File: config.mk
export PLATFORM = sky130hd
export DESIGN_NAME = pvr_vram_arb
export DESIGN_NICKNAME = d
export VERILOG_FILES = /design/src/rtl/pvr_vram_arb.sv
export SDC_FILE = /design/constraint.sdc
export NUM_CORES = 1
export LEC_CHECK = 0
export BUFFER_PORTS_ARGS = -buffer_cell sky130_fd_sc_hd__buf_2
export CORE_AREA = 2 2 121 123
export CTS_BUF_LIST = sky130_fd_sc_hd__clkbuf_8
export DETAILED_ROUTE_END_ITERATION = 12
export DIE_AREA = 0 0 123 125
export PLACE_DENSITY = 0.74
export SLEW_MARGIN = 20
export SYNTH_ARGS = -nofsm -noshare
export SYNTH_HDL_FRONTEND = slang
export SYNTH_SLANG_ARGS = --single-unit
File: constraint.sdc
create_clock -name clock -period 3.2 [get_ports clock]
set_input_delay 0.16 -clock clock [delete_from_list [all_inputs] [get_ports clock]]
set_output_delay 0.16 -clock clock [all_outputs]
set_load 0.01 [all_outputs]
File: src/rtl/pvr_vram_arb.sv
// pvr_vram_arb: arbitrates one VRAM port between three requesters
// (bit0 ISP parser, bit1 TSP param fetch, bit2 texture fetch).
// Only one VRAM transaction is ever outstanding.
// A write owner holding req_lock keeps the port for up to BURST_MAX beats.
// Optional macro PVR_VRAM_ARB_FIXED_PRIO_EN replaces round-robin with fixed priority.
// With that macro, bit0 has the highest priority and bit2 the lowest.
module pvr_vram_arb #(
  parameter int ADDR_W    = 24,
  parameter int DATA_W    = 32,
  parameter int BURST_MAX = 16
) (
  input  logic                clock,
  input  logic                reset,
  input  logic [2:0]          req_rd,
  input  logic [2:0]          req_wr,
  input  logic [2:0]          req_lock,
  input  logic [3*ADDR_W-1:0] req_addr,
  input  logic [3*DATA_W-1:0] req_wdata,
  output logic [2:0]          req_ack,
  output logic [2:0]          req_rvalid,
  output logic [DATA_W-1:0]   req_rdata,
  output logic                vram_rd,
  output logic                vram_wr,
  output logic [ADDR_W-1:0]   vram_addr,
  output logic [DATA_W-1:0]   vram_wdata,
  input  logic                vram_ack,
  input  logic                vram_rvalid,
  input  logic [DATA_W-1:0]   vram_rdata,
  output logic [1:0]          grant_id,
  output logic                busy
);

  localparam logic [1:0] ST_IDLE   = 2'd0;
  localparam logic [1:0] ST_CMD    = 2'd1;
  localparam logic [1:0] ST_RDWAIT = 2'd2;
  localparam logic [1:0] ST_LOCKED = 2'd3;

  localparam int BW = $clog2(BURST_MAX + 1);
  localparam logic [BW-1:0] BEAT_LIMIT = BW'(BURST_MAX);

  logic [1:0]        state_q, state_d;
  logic [1:0]        owner_q, owner_d;
  logic              is_rd_q, is_rd_d;
  logic [ADDR_W-1:0] addr_q, addr_d;
  logic [DATA_W-1:0] wdata_q, wdata_d;
  logic [BW-1:0]     beats_q, beats_d;
  logic [2:0]        rvalid_q, rvalid_d;
  logic [DATA_W-1:0] rdata_q, rdata_d;

  logic [2:0]    req_any;
  logic [1:0]    win_id;
  logic [2:0]    win_onehot;
  logic [2:0]    owner_onehot;
  logic          lock_own;
  logic          own_req;
  logic [BW-1:0] beats_inc;

  assign req_any      = req_rd | req_wr;
  assign win_onehot   = 3'b001 << win_id;
  assign owner_onehot = 3'b001 << owner_q;
  assign lock_own     = |(req_lock & owner_onehot);
  assign own_req      = |(req_any & owner_onehot);
  assign beats_inc    = beats_q + BW'(1);

`ifdef PVR_VRAM_ARB_FIXED_PRIO_EN
  // Fixed priority pick: the ISP parser always wins, texture fetch loses
  always_comb begin
    if (req_any[0])      win_id = 2'd0;
    else if (req_any[1]) win_id = 2'd1;
    else                 win_id = 2'd2;
  end
`else
  logic [1:0] last_owner_q, last_owner_d;

  // Round-robin pick: the search starts one past the last released owner
  always_comb begin
    win_id = 2'd0;
    case (last_owner_q)
      2'd0:    win_id = req_any[1] ? 2'd1 : (req_any[2] ? 2'd2 : 2'd0);
      2'd1:    win_id = req_any[2] ? 2'd2 : (req_any[0] ? 2'd0 : 2'd1);
      default: win_id = req_any[0] ? 2'd0 : (req_any[1] ? 2'd1 : 2'd2);
    endcase
  end

  // Record the owner only when the grant actually drops back to IDLE
  always_comb begin
    last_owner_d = last_owner_q;
    if (state_q != ST_IDLE && state_d == ST_IDLE) last_owner_d = owner_q;
  end

  // Reset value 2 makes requester 0 the first round-robin winner
  always_ff @(posedge clock or posedge reset) begin
    if (reset) last_owner_q <= 2'd2;
    else       last_owner_q <= last_owner_d;
  end
`endif

  // Next state: latch the command, track beats, and decide where to go next
  always_comb begin
    state_d  = state_q;
    owner_d  = owner_q;
    is_rd_d  = is_rd_q;
    addr_d   = addr_q;
    wdata_d  = wdata_q;
    beats_d  = beats_q;
    rvalid_d = 3'b000;
    rdata_d  = rdata_q;
    case (state_q)
      ST_IDLE: begin
        if (|req_any) begin
          owner_d = win_id;
          is_rd_d = |(req_rd & win_onehot);
          addr_d  = req_addr[win_id*ADDR_W +: ADDR_W];
          wdata_d = req_wdata[win_id*DATA_W +: DATA_W];
          beats_d = '0;
          state_d = ST_CMD;
        end
      end
      ST_CMD: begin
        if (vram_ack) begin
          beats_d = beats_inc;
          if (is_rd_q)                              state_d = ST_RDWAIT;
          else if (lock_own && beats_inc < BEAT_LIMIT) state_d = ST_LOCKED;
          else                                      state_d = ST_IDLE;
        end
      end
      ST_RDWAIT: begin
        if (vram_rvalid) begin
          rdata_d  = vram_rdata;
          rvalid_d = owner_onehot;
          if (lock_own && beats_q < BEAT_LIMIT) state_d = ST_LOCKED;
          else                                  state_d = ST_IDLE;
        end
      end
      default: begin
        if (own_req) begin
          is_rd_d = |(req_rd & owner_onehot);
          addr_d  = req_addr[owner_q*ADDR_W +: ADDR_W];
          wdata_d = req_wdata[owner_q*DATA_W +: DATA_W];
          state_d = ST_CMD;
        end else if (!lock_own) begin
          state_d = ST_IDLE;
        end
      end
    endcase
  end

  // State registers; reset abandons any transaction in flight
  always_ff @(posedge clock or posedge reset) begin
    if (reset) begin
      state_q  <= ST_IDLE;
      owner_q  <= 2'd0;
      is_rd_q  <= 1'b0;
      addr_q   <= '0;
      wdata_q  <= '0;
      beats_q  <= '0;
      rvalid_q <= 3'b000;
      rdata_q  <= '0;
    end else begin
      state_q  <= state_d;
      owner_q  <= owner_d;
      is_rd_q  <= is_rd_d;
      addr_q   <= addr_d;
      wdata_q  <= wdata_d;
      beats_q  <= beats_d;
      rvalid_q <= rvalid_d;
      rdata_q  <= rdata_d;
    end
  end

  assign vram_rd    = (state_q == ST_CMD) && is_rd_q;
  assign vram_wr    = (state_q == ST_CMD) && !is_rd_q;
  assign vram_addr  = addr_q;
  assign vram_wdata = wdata_q;
  assign req_ack    = (state_q == ST_CMD && vram_ack) ? owner_onehot : 3'b000;
  assign req_rvalid = rvalid_q;
  assign req_rdata  = rdata_q;
  assign grant_id   = (state_q == ST_IDLE) ? 2'd3 : owner_q;
  assign busy       = (state_q != ST_IDLE);

endmodule

Yosys cells after proc, flatten, opt, wreduce, memory -nomap -nowiden
Index checks and enable logic that the tools add are counted.

Bits in latches: 0. Flip-flop bits (word level): 103. Memories kept: 0. ROM bits: 0. Output and inout bits: 99. Memory bits (writable): 0. Bits of input ports: 213. Word-level logic and storage cells: 86.

Bitwise operators: 6. Magnitude comparators: 2. Add/sub/neg operators: 1. Multiply operators: 2. Reduce and logical (&&, ||, !) cells: 23. Mux-type cells: 32. Divide/modulo/power cells: 0. Shift-type cells: 6. Equality and inequality tests: 5.

Operators with widths (number): variable part select 96 x 8 -> 32 bit (2); variable part select 72 x 8 -> 24 bit (2); 2-to-1 mux 32 bit (2); case mux 32 bit (2 select lines) (1); 2-to-1 mux 24 bit (2); case mux 24 bit (2 select lines) (1); 2-to-1 mux 2 bit (14); OR reduction 3 bit (5); bitwise AND 3 bit (4); < comparator 5 bit, second input constant (2); 2-to-1 mux 5 bit (2); case mux 5 bit (2 select lines) (1); 2-to-1 mux 3 bit (3); multiplier 2 x 2 -> 4 bit, second input constant (2); logical AND 1 bit (6); logical NOT 2 bit (3); case mux 2 bit (3 select lines) (1); AND reduction 3 bit (2); nonzero test 2 bit (3); left shift 1 x 2 -> 3 bit, first input constant (2); adder 5 x 1 -> 5 bit, second input constant (1); equality test 2 x 1 -> 1 bit, second input constant (2); != test 2 bit, second input constant (2); case mux 2 bit (2 select lines) (1); 8 further kinds (11).

Logic depth before layout (Yosys ltp)
Gate-level depths: netlist (run 1).

Depth in word-level cells: 10. Depth in mapped cells: 10.

Least setup slack after synthesis (run 1)
Ideal clock, no wire load.

Path type: register to register. From: register state_q[1]. To: register addr_q[0], in the netlist vram_addr[0]. Cell stages (with the launch flop): 11. Path buffers: 3. Setup slack: 1.049 ns. Clock period less this slack: 2.151 ns. Required time: 3.114 ns. Arrival: 2.065 ns. Path through: dfrtp_1 -> inv_1 -> ha_1 -> inv_1 -> nor3_2 -> a211o_1 -> buf_2 -> or2_1 -> buf_6 -> buf_6 -> o221ai_2.

Cells in the longest elaborated chain, start to end: 4.

RTL lines: from (decl) (RTL line 41) `logic [1:0] state_q, state_d;`; from (signal assigned) (RTL line 160) `state_q <= state_d;`; equality test 2 x 1 -> 1 bit / equality test 2 bit (equally long branches) (RTL line 108) `case (state_q)`; OR reduction 2 bit (no source line); NOT 1 bit (no source line); AND reduction 3 bit (no source line); to (signal assigned) (RTL line 163) `addr_q <= addr_d;`; to (decl) (RTL line 44) `logic [ADDR_W-1:0] addr_q, addr_d;`.

Several ways; a longest one is shown, not always the timed one. A chain may end at the register's enable or synchronous reset.

Worst setup path in the final report (run 1)
From: register state_q[1]. To: register wdata_q[14], in the netlist vram_wdata[14].

Cells in the longest elaborated chain, start to end: 4.

RTL lines: equality test 2 x 1 -> 1 bit / equality test 2 bit (equally long branches) (RTL line 108); OR reduction 2 bit (no source line); NOT 1 bit (no source line); AND reduction 3 bit (no source line); to (signal assigned) (RTL line 164) `wdata_q <= wdata_d;`; to (decl) (RTL line 45) `logic [DATA_W-1:0] wdata_q, wdata_d;`.

Several ways; a longest one is shown, not always the timed one.

==> impl_results.md, run 1 <==
* FFs w/ async S/R, synth at 100.0%
* Final Power at 7752 uW
* Clock Path Buffers at 2
* FP Rows at between 40 and 50
* CTS tree: built
* Total Die Area at approximately 15000 sq um
* Synth cell types at 48
* Via density at roughly 5.1
* Clock transition at the registers of the reported paths at about 0.1 ns
* Total Wirelength at around 17 mm
* GRT Util Overall at 21.28%
* H-tree depth at 3
* Sw Pwr at roughly 3400 uW
* Die Wd at 123 um
* Mapped cell area at 5648 sq um
* Global-route wire length before repair at ~26 mm
* Fillers at about 1300
* Top-area cell type share of the netlist area at ~45%
* Hold crit path type: input pin to asynchronous set/reset pin
* Setup TNS at 0 ns
* Ports at around 310
* Relative max-transition margin at 40.25%
* GRT Residual Overflow at 0
* CP Launch Type: flip-flop
* Leading area contributor after synthesis: dfrtp_1
* Core Util, Final at ~55%
* Clock share of power at between 10% and 20%
* Core region area at around 14000 sq um
* Slew @ Worst Pin at 0.8962 ns
* R2R Setup Slk at approximately 0.58 ns
* Clock latency on the worst-skew pair at 0.37 ns
* Final period utilization at slightly above 80%
* Initial antenna violation count at 0
* Worst setup path startpoint: state_q[1]
* Worst Path Required at between 3 and 4 ns
* Synth Area per Inst at between 10 and 15 sq um
* Gate power share at 58.9%
* Synth top area cells: dfrtp_1, mux2i_1, o221ai_2
* Initial DRC count at between 200 and 300
* #FFs+latches synth at just over 100
* Gpl congestion at about 0.90
* Crit Path Class: flip-flop to flip-flop
* FF-to-FF End: vram_wdata[14]
* Dpl hpwl at 12.31 mm
* # Post-CTS Setup Buffers at 0
* Via count at 5260
* Leakage power at 0.004220 uW
* RSZ-0062 raised after global routing: false
* Resize count post-CTS at 0
* Pins Over Slew Limit at 0
* Final non-filler cell area at between 7000 and 8000 sq um
* Worst-path fanout max at 46
* Syn_nets at 736
* Clock Skews at ~0.0097 ns
* Antenna Cells at 0
* Number of flops mapped to enable cells by yosys at 0
* CTS Sinks at slightly above 100
* Power Density at 990.0 nW/um^2
* Fin. Hold Viols at 15
* Failing checks: negative hold slack
* Largest net degree at the start of global routing at 73
* # setup viols final at 0
* RR Startpoint: state_q[1]
* Fraction of layout cells with a size suffix above 1 at 50.18%
* Minimum clock period at approximately 2.6 ns
* Root Buffer: clkbuf_8
* Switching Share at roughly 43%
* Crit path to: vram_wdata[14]
* CP Capture Type: flip-flop
* Top_reg_cell synth: dfrtp_1
* Starting Density at between 30% and 40%
* Wirelength per Cell at around 16 um
* Outcome: complete, but fails checks
* # DRC at 0
* Sequential area share after synthesis at between 40% and 50%
* Post-DRT Antenna Nets at 0
* Area Overhead vs Synth at 38.64%
* Placed cell area at 7371 sq um
* Hold Slack at -0.02413 ns
* Mapped Cells at 518
* VDD IR max at ~0.00052 V
* Reg power frac at between 30% and 40%
* Die Ht at approximately 130 um
* Count leader, synth: dfrtp_1
* Most common library cells after synthesis: dfrtp_1, nand2_1, inv_1
* Num CTS Buffers at 9
* Int Pwr at between 4000 and 5000 uW
* TritonRoute pass-1 iters at 4
* CP arrival at around 2.9 ns
* Reg2Reg Depth at 8
* Maxcap violations at 0
* Nets@finish at approximately 1100
* Max Fclk at about 0.38 GHz
* Synth warn at 0
* Vias in the first global route at 5278
* Port Buf Inserts at just over 300
[per-stage QoR]
step / setup slack, ns / std cells
2_1_floorplan: 0.3378 / 518
3_3_place_gp: 0.7143 / 989
3_5_place_dp: 0.6549 / 989
4_1_cts: 0.6244 / 1031
5_1_grt: 0.4699 / 1031
6_report: 0.5750 / 1031
[logic make-up after synthesis]
family	Yosys count	synth area share, %
AO/OA/AOI/OAI	99	18.52
buffers and inverters	99	7.842
flip-flops	103	45.66
AND/OR/NAND/NOR	116	9.083
multiplexers	96	17.79
adder cells (fa/ha/maj)	5	1.108
[how the worst min path moves through the flow]
stage | from | endpoint | slack, ns
floorplan | vram_rdata[0] | req_rdata[0] | 0.31
global route | vram_rdata[0] | req_rdata[0] | 0.005
detailed placement | vram_rdata[2] | req_rdata[2] | 0.40
finish | reset | req_rdata[16] | -0.02
CTS | reset | req_rdata[1] | 0.0009
global placement | vram_rdata[31] | req_rdata[31] | 0.39
[layout by cell type, fill, tap and decap left out, types with 2 or more instances in the layout]
cell,instances
a2111oi_0,3
a21o_1,2
a21oi_1,9
buf_12,3
buf_2,311
buf_4,8
clkbuf_8,10
clkinvlp_4,2
dfrtp_1,102
dlygate4sd3_1,26
ha_1,5
inv_1,65
mux2_2,35
mux2i_1,61
nand2_1,69
nand2b_1,2
nand3b_1,3
nand4_1,3
nor2_1,16
nor2b_1,2
nor3_1,10
nor4_1,2
o21ai_0,7
o221ai_1,18
o221ai_2,40
o22ai_1,2
or2_2,3
[flip-flops by register name, summed over array words and instances, names as in the netlist]
register and cells:
state_q 2, owner_q 2, beats_q 5, last_owner_q 2
vram_addr 24, vram_wdata 32, req_rvalid 3, req_rdata 32
is_rd_q 1
[power by group through the flow]
stage | registers [uW] | clock network [uW] | logic (uW)
floorplan | 2530 | 0 | 3040
global placement | 2330 | 0 | 4490
detailed placement | 2340 | 0 | 4610
CTS | 2330 | 874 | 4620
global route | 2410 | 933 | 4990
finish | 2340 | 845 | 4570
[per-layer routing]
layer | up-vias | part of all wire [%] | GRT usage (%)
li1 | 2504 | - | -
met1 | 2507 | 39 | 25.34
met2 | 224 | 50 | 37.11
met3 | 25 | 8.3 | 5.474
met4 | 0 | 1.9 | 6.885
met5 | - | 0 | 0
[what timing repair did]
item | CTS | global route
hold buffers | 26 | 0
endpoints found under the hold margin | 26 | 0
setup endpoints to repair | 0 | 0
[critical path: stages (launching register included)]
cell and delay [ns]:
dfrtp_1 0.51, inv_1 0.10, ha_1 0.20, inv_1 0.19, nor3_2 0.10, a211o_2 0.46, or2_2 0.46, buf_12 0.22
o221ai_1 0.22
[cell type report]
class	instances	area (sq um)	share of cell area, %
Multi-Input combinational cell	316	2643	33.75
Sequential cell	103	2579	32.93
Timing Repair Buffer	348	1937	24.74
Inverter	64	242.7	3.100
Tap cell	184	230.2	2.940
Clock buffer	10	137.6	1.758
Clock inverter	6	61.31	0.7830
Power figures use the tool's default switching activity.
==> run 2, diff against run 1 <==
--- a/config.mk
+++ b/config.mk
@@ -5,11 +5,12 @@
 export SDC_FILE = /design/constraint.sdc
 export NUM_CORES = 1
 export LEC_CHECK = 0
+export ABC_AREA = 1
 export BUFFER_PORTS_ARGS = -buffer_cell sky130_fd_sc_hd__buf_2
-export CORE_AREA = 2 2 121 123
+export CORE_AREA = 2 2 120 122
 export CTS_BUF_LIST = sky130_fd_sc_hd__clkbuf_8
 export DETAILED_ROUTE_END_ITERATION = 12
-export DIE_AREA = 0 0 123 125
+export DIE_AREA = 0 0 122 124
 export PLACE_DENSITY = 0.74
 export SLEW_MARGIN = 20
 export SYNTH_ARGS = -nofsm -noshare
==> constraint.sdc (replaced) <==
create_clock -name clock -period 2.45 [get_ports clock]
set_input_delay 0.1225 -clock clock [delete_from_list [all_inputs] [get_ports clock]]
set_output_delay 0.1225 -clock clock [all_outputs]
set_load 0.01 [all_outputs]
==> impl_results.md, run 2 <==
* Final Non-Filler Cells at approximately 1200
* GRT Util Overall at 24.30%
* Final period utilization at 89.42%
* # setup viols final at 0
* Pins Over Slew Limit at 0
* Synth warn at 0
* Dpl hpwl at about 13 mm
* Commonest non-fill, non-tap cells in the layout: buf_2, dfrtp_1, nand2_1
* FF-to-FF End: vram_addr[20]
* Nets@finish at 1206
* Maxcap violations at 0
* Sequential area share after synthesis at 46.22%
* Initial DRC count at about 300
* Worst Path Required at about 2.8 ns
* Global-route wire length before repair at roughly 29 mm
* Leakage power at just over 0.004 uW
* Hold crit path type: input pin to flip-flop
* Mapped Cells at roughly 660
* Slew @ Worst Pin at ~0.70 ns
* Gpl congestion at roughly 0.9
* FFs w/ async S/R, synth at 100.0%
* CP Launch Type: flip-flop
* Via density at 5.096
* Die Ht at roughly 120 um
* Die Wd at 122 um
* Final Power at 10970 uW
* Max Fclk at around 0.46 GHz
* Post-DRT Antenna Nets at 0
* Initial antenna violation count at 0
* # Post-CTS Setup Buffers at 0
* CP arrival at 2.49 ns
* # DRC at 0
* TritonRoute pass-1 iters at 4
* RSZ-0062 raised after global routing: false
* Total Wirelength at 18.77 mm
* VDD IR max at around 0.00063 V
* Setup TNS at 0 ns
* Clock Path Buffers at 2
* Number of flops mapped to enable cells by yosys at 0
* Fin. Hold Viols at 0
* Clock Skews at roughly 0.009 ns
* Mapped cell area at about 5600 sq um
* Count leader, synth: dfrtp_1
* H-tree depth at 3
* Wirelength per Cell at between 15 and 20 um
* Clock transition at the registers of the reported paths at 0.12 ns
* Syn_nets at 882
* Via count at about 6000
* GRT Residual Overflow at 0
* CP Capture Type: flip-flop
* Synth cell types at 31
* Top_reg_cell synth: dfrtp_1
* Total Die Area at roughly 15000 sq um
* Placed cells at ~1100
* Top-area cell type share of the netlist area at around 46%
* FP Rows at 43
* #FFs+latches synth at 103
* CTS Sinks at approximately 100
* Area Overhead vs Synth at 40.43%
* Worst setup path startpoint: state_q[0]
* Crit path to: vram_addr[20]
* Synth Area per Inst at approximately 8.4 sq um
* Leading area contributor after synthesis: dfrtp_1
* R2R Setup Slk at roughly 0.26 ns
* Num CTS Buffers at 9
* CTS tree: built
* Antenna Cells at 0
* Commonest non-fill, non-tap cell in the layout: buf_2
* Ports at approximately 310
* RR Startpoint: state_q[0]
* Relative max-transition margin at 53.53%
* Starting Density at 40.67%
* Root Buffer: clkbuf_8
* Crit Path Class: flip-flop to flip-flop
* Worst-path fanout max at 34
* Synth top area cells: dfrtp_1, o211ai_1, nand2_1
* Port Buf Inserts at approximately 310
* Reg2Reg Depth at 8
* Vias in the first global route at 5793
* Fraction of layout cells with a size suffix above 1 at between 30 and 40%
* Fillers at 1267
* Most common library cells after synthesis: dfrtp_1, nand2_1, inv_1, nor2_1, a21oi_1
* Largest net degree at the start of global routing at 57
* Clock latency on the worst-skew pair at roughly 0.38 ns
* Outcome: finished clean
* Core region area at about 14000 sq um
* Minimum clock period at 2.191 ns
* Power Density at ~1400 nW/um^2
-- run 2: cell types whose count changed in the layout (fill, tap and decap cells not counted), sizes merged, moves of 4 or more --
cell,before,now
nor2,16,80
mux2i,61,0
o221ai,58,0
a31oi,1,56
o211ai,1,55
a21oi,9,59
nand2,69,101
nand3,1,24
inv,67,85
nor3,11,0
dlygate4sd3,26,33
buf,322,326
-- run 2: kinds of logic (layout without fill, tap and decap cells) --
group	count (synthesis)	count (layout)	share of synthesized area, %
AND/OR/NAND/NOR	208	208	14.80
AO/OA/AOI/OAI	186	186	20.95
buffers and inverters	128	457	10.14
flip-flops	103	103	46.22
multiplexers	32	32	6.459
adder cells (fa/ha/maj)	5	5	1.121
XOR/XNOR	2	2	0.3140
-- run 2: area by class of cell --
class / instances / area (sq um) / share of cell area, %
flip-flops and latches: 103 / 2579 / 32.91
repair buffers: 359 / 2066 / 26.37
inverters: 82 / 311.5 / 3.976
clock inverters: 7 / 75.07 / 0.9582
multi-input cells: 433 / 2455 / 31.33
well taps: 180 / 225.2 / 2.874
clock buffers: 9 / 123.9 / 1.581
-- run 2: critical path: stages (launching register included) --
cell and delay, ns:
dfrtp_1 0.45, inv_1 0.09, ha_1 0.34, inv_2 0.19, nand2_1 0.12, nand2_2 0.19
buf_4 0.37, o211ai_1 0.16, a21oi_1 0.18
-- run 2: how the worst min path moves through the flow --
| stage | end | cells past startpoint | startpoint |
|---|---|---|---|
| after floorplan | req_rdata[27] | 1 | vram_rdata[27] |
| after global placement | vram_wdata[22] | 3 | reset |
| after detailed placement | vram_wdata[22] | 3 | reset |
| after CTS | vram_wdata[16] | 3 | req_wdata[80] |
| after global routing | vram_wdata[16] | 3 | req_wdata[80] |
| final | vram_wdata[16] | 3 | req_wdata[80] |
-- run 2: report_power, final --
group,total (uW),internal (uW),switching (uW)
sequential,3050,2570,484
combinational,6820,2630,4190
clock,1100,406,696
total,11000,5610,5370
-- run 2: what timing repair did --
action | in CTS | in global routing
setup endpoints to repair | 0 | 1
hold buffers | 33 | 0
hold endpoints to repair | 134 | 0
resized for setup | 0 | 1
-- run 2: metal layers --
| metal | vias up | routed length [um] | global-route usage [%] |
|---|---|---|---|
| met5 | - | 0 | 0 |
| met4 | 0 | 419 | 9.842 |
| met3 | 29 | 1566 | 6.181 |
| met2 | 257 | 9285 | 43.33 |
| met1 | 2789 | 7494 | 27.86 |
| li1 | 2903 | - | - |
-- run 2: per-stage QoR --
| step | util (%) | setup WS [ns] | hold slack (ns) | instance area (sq um) |
|---|---|---|---|---|
| 5_1_grt | 57.11 | 0.09604 | 0.02197 | 7835 |
| 2_1_floorplan | - | 0.5703 | 0.2731 | 5583 |
| 4_1_cts | 57.08 | 0.1951 | 0.01214 | 7831 |
| 3_5_place_dp | 53.22 | 0.2148 | 0.3559 | 7302 |
| 6_report | 57.11 | 0.2592 | 0.04784 | 7835 |
| 3_3_place_gp | 53.22 | 0.3556 | 0.3487 | 7302 |
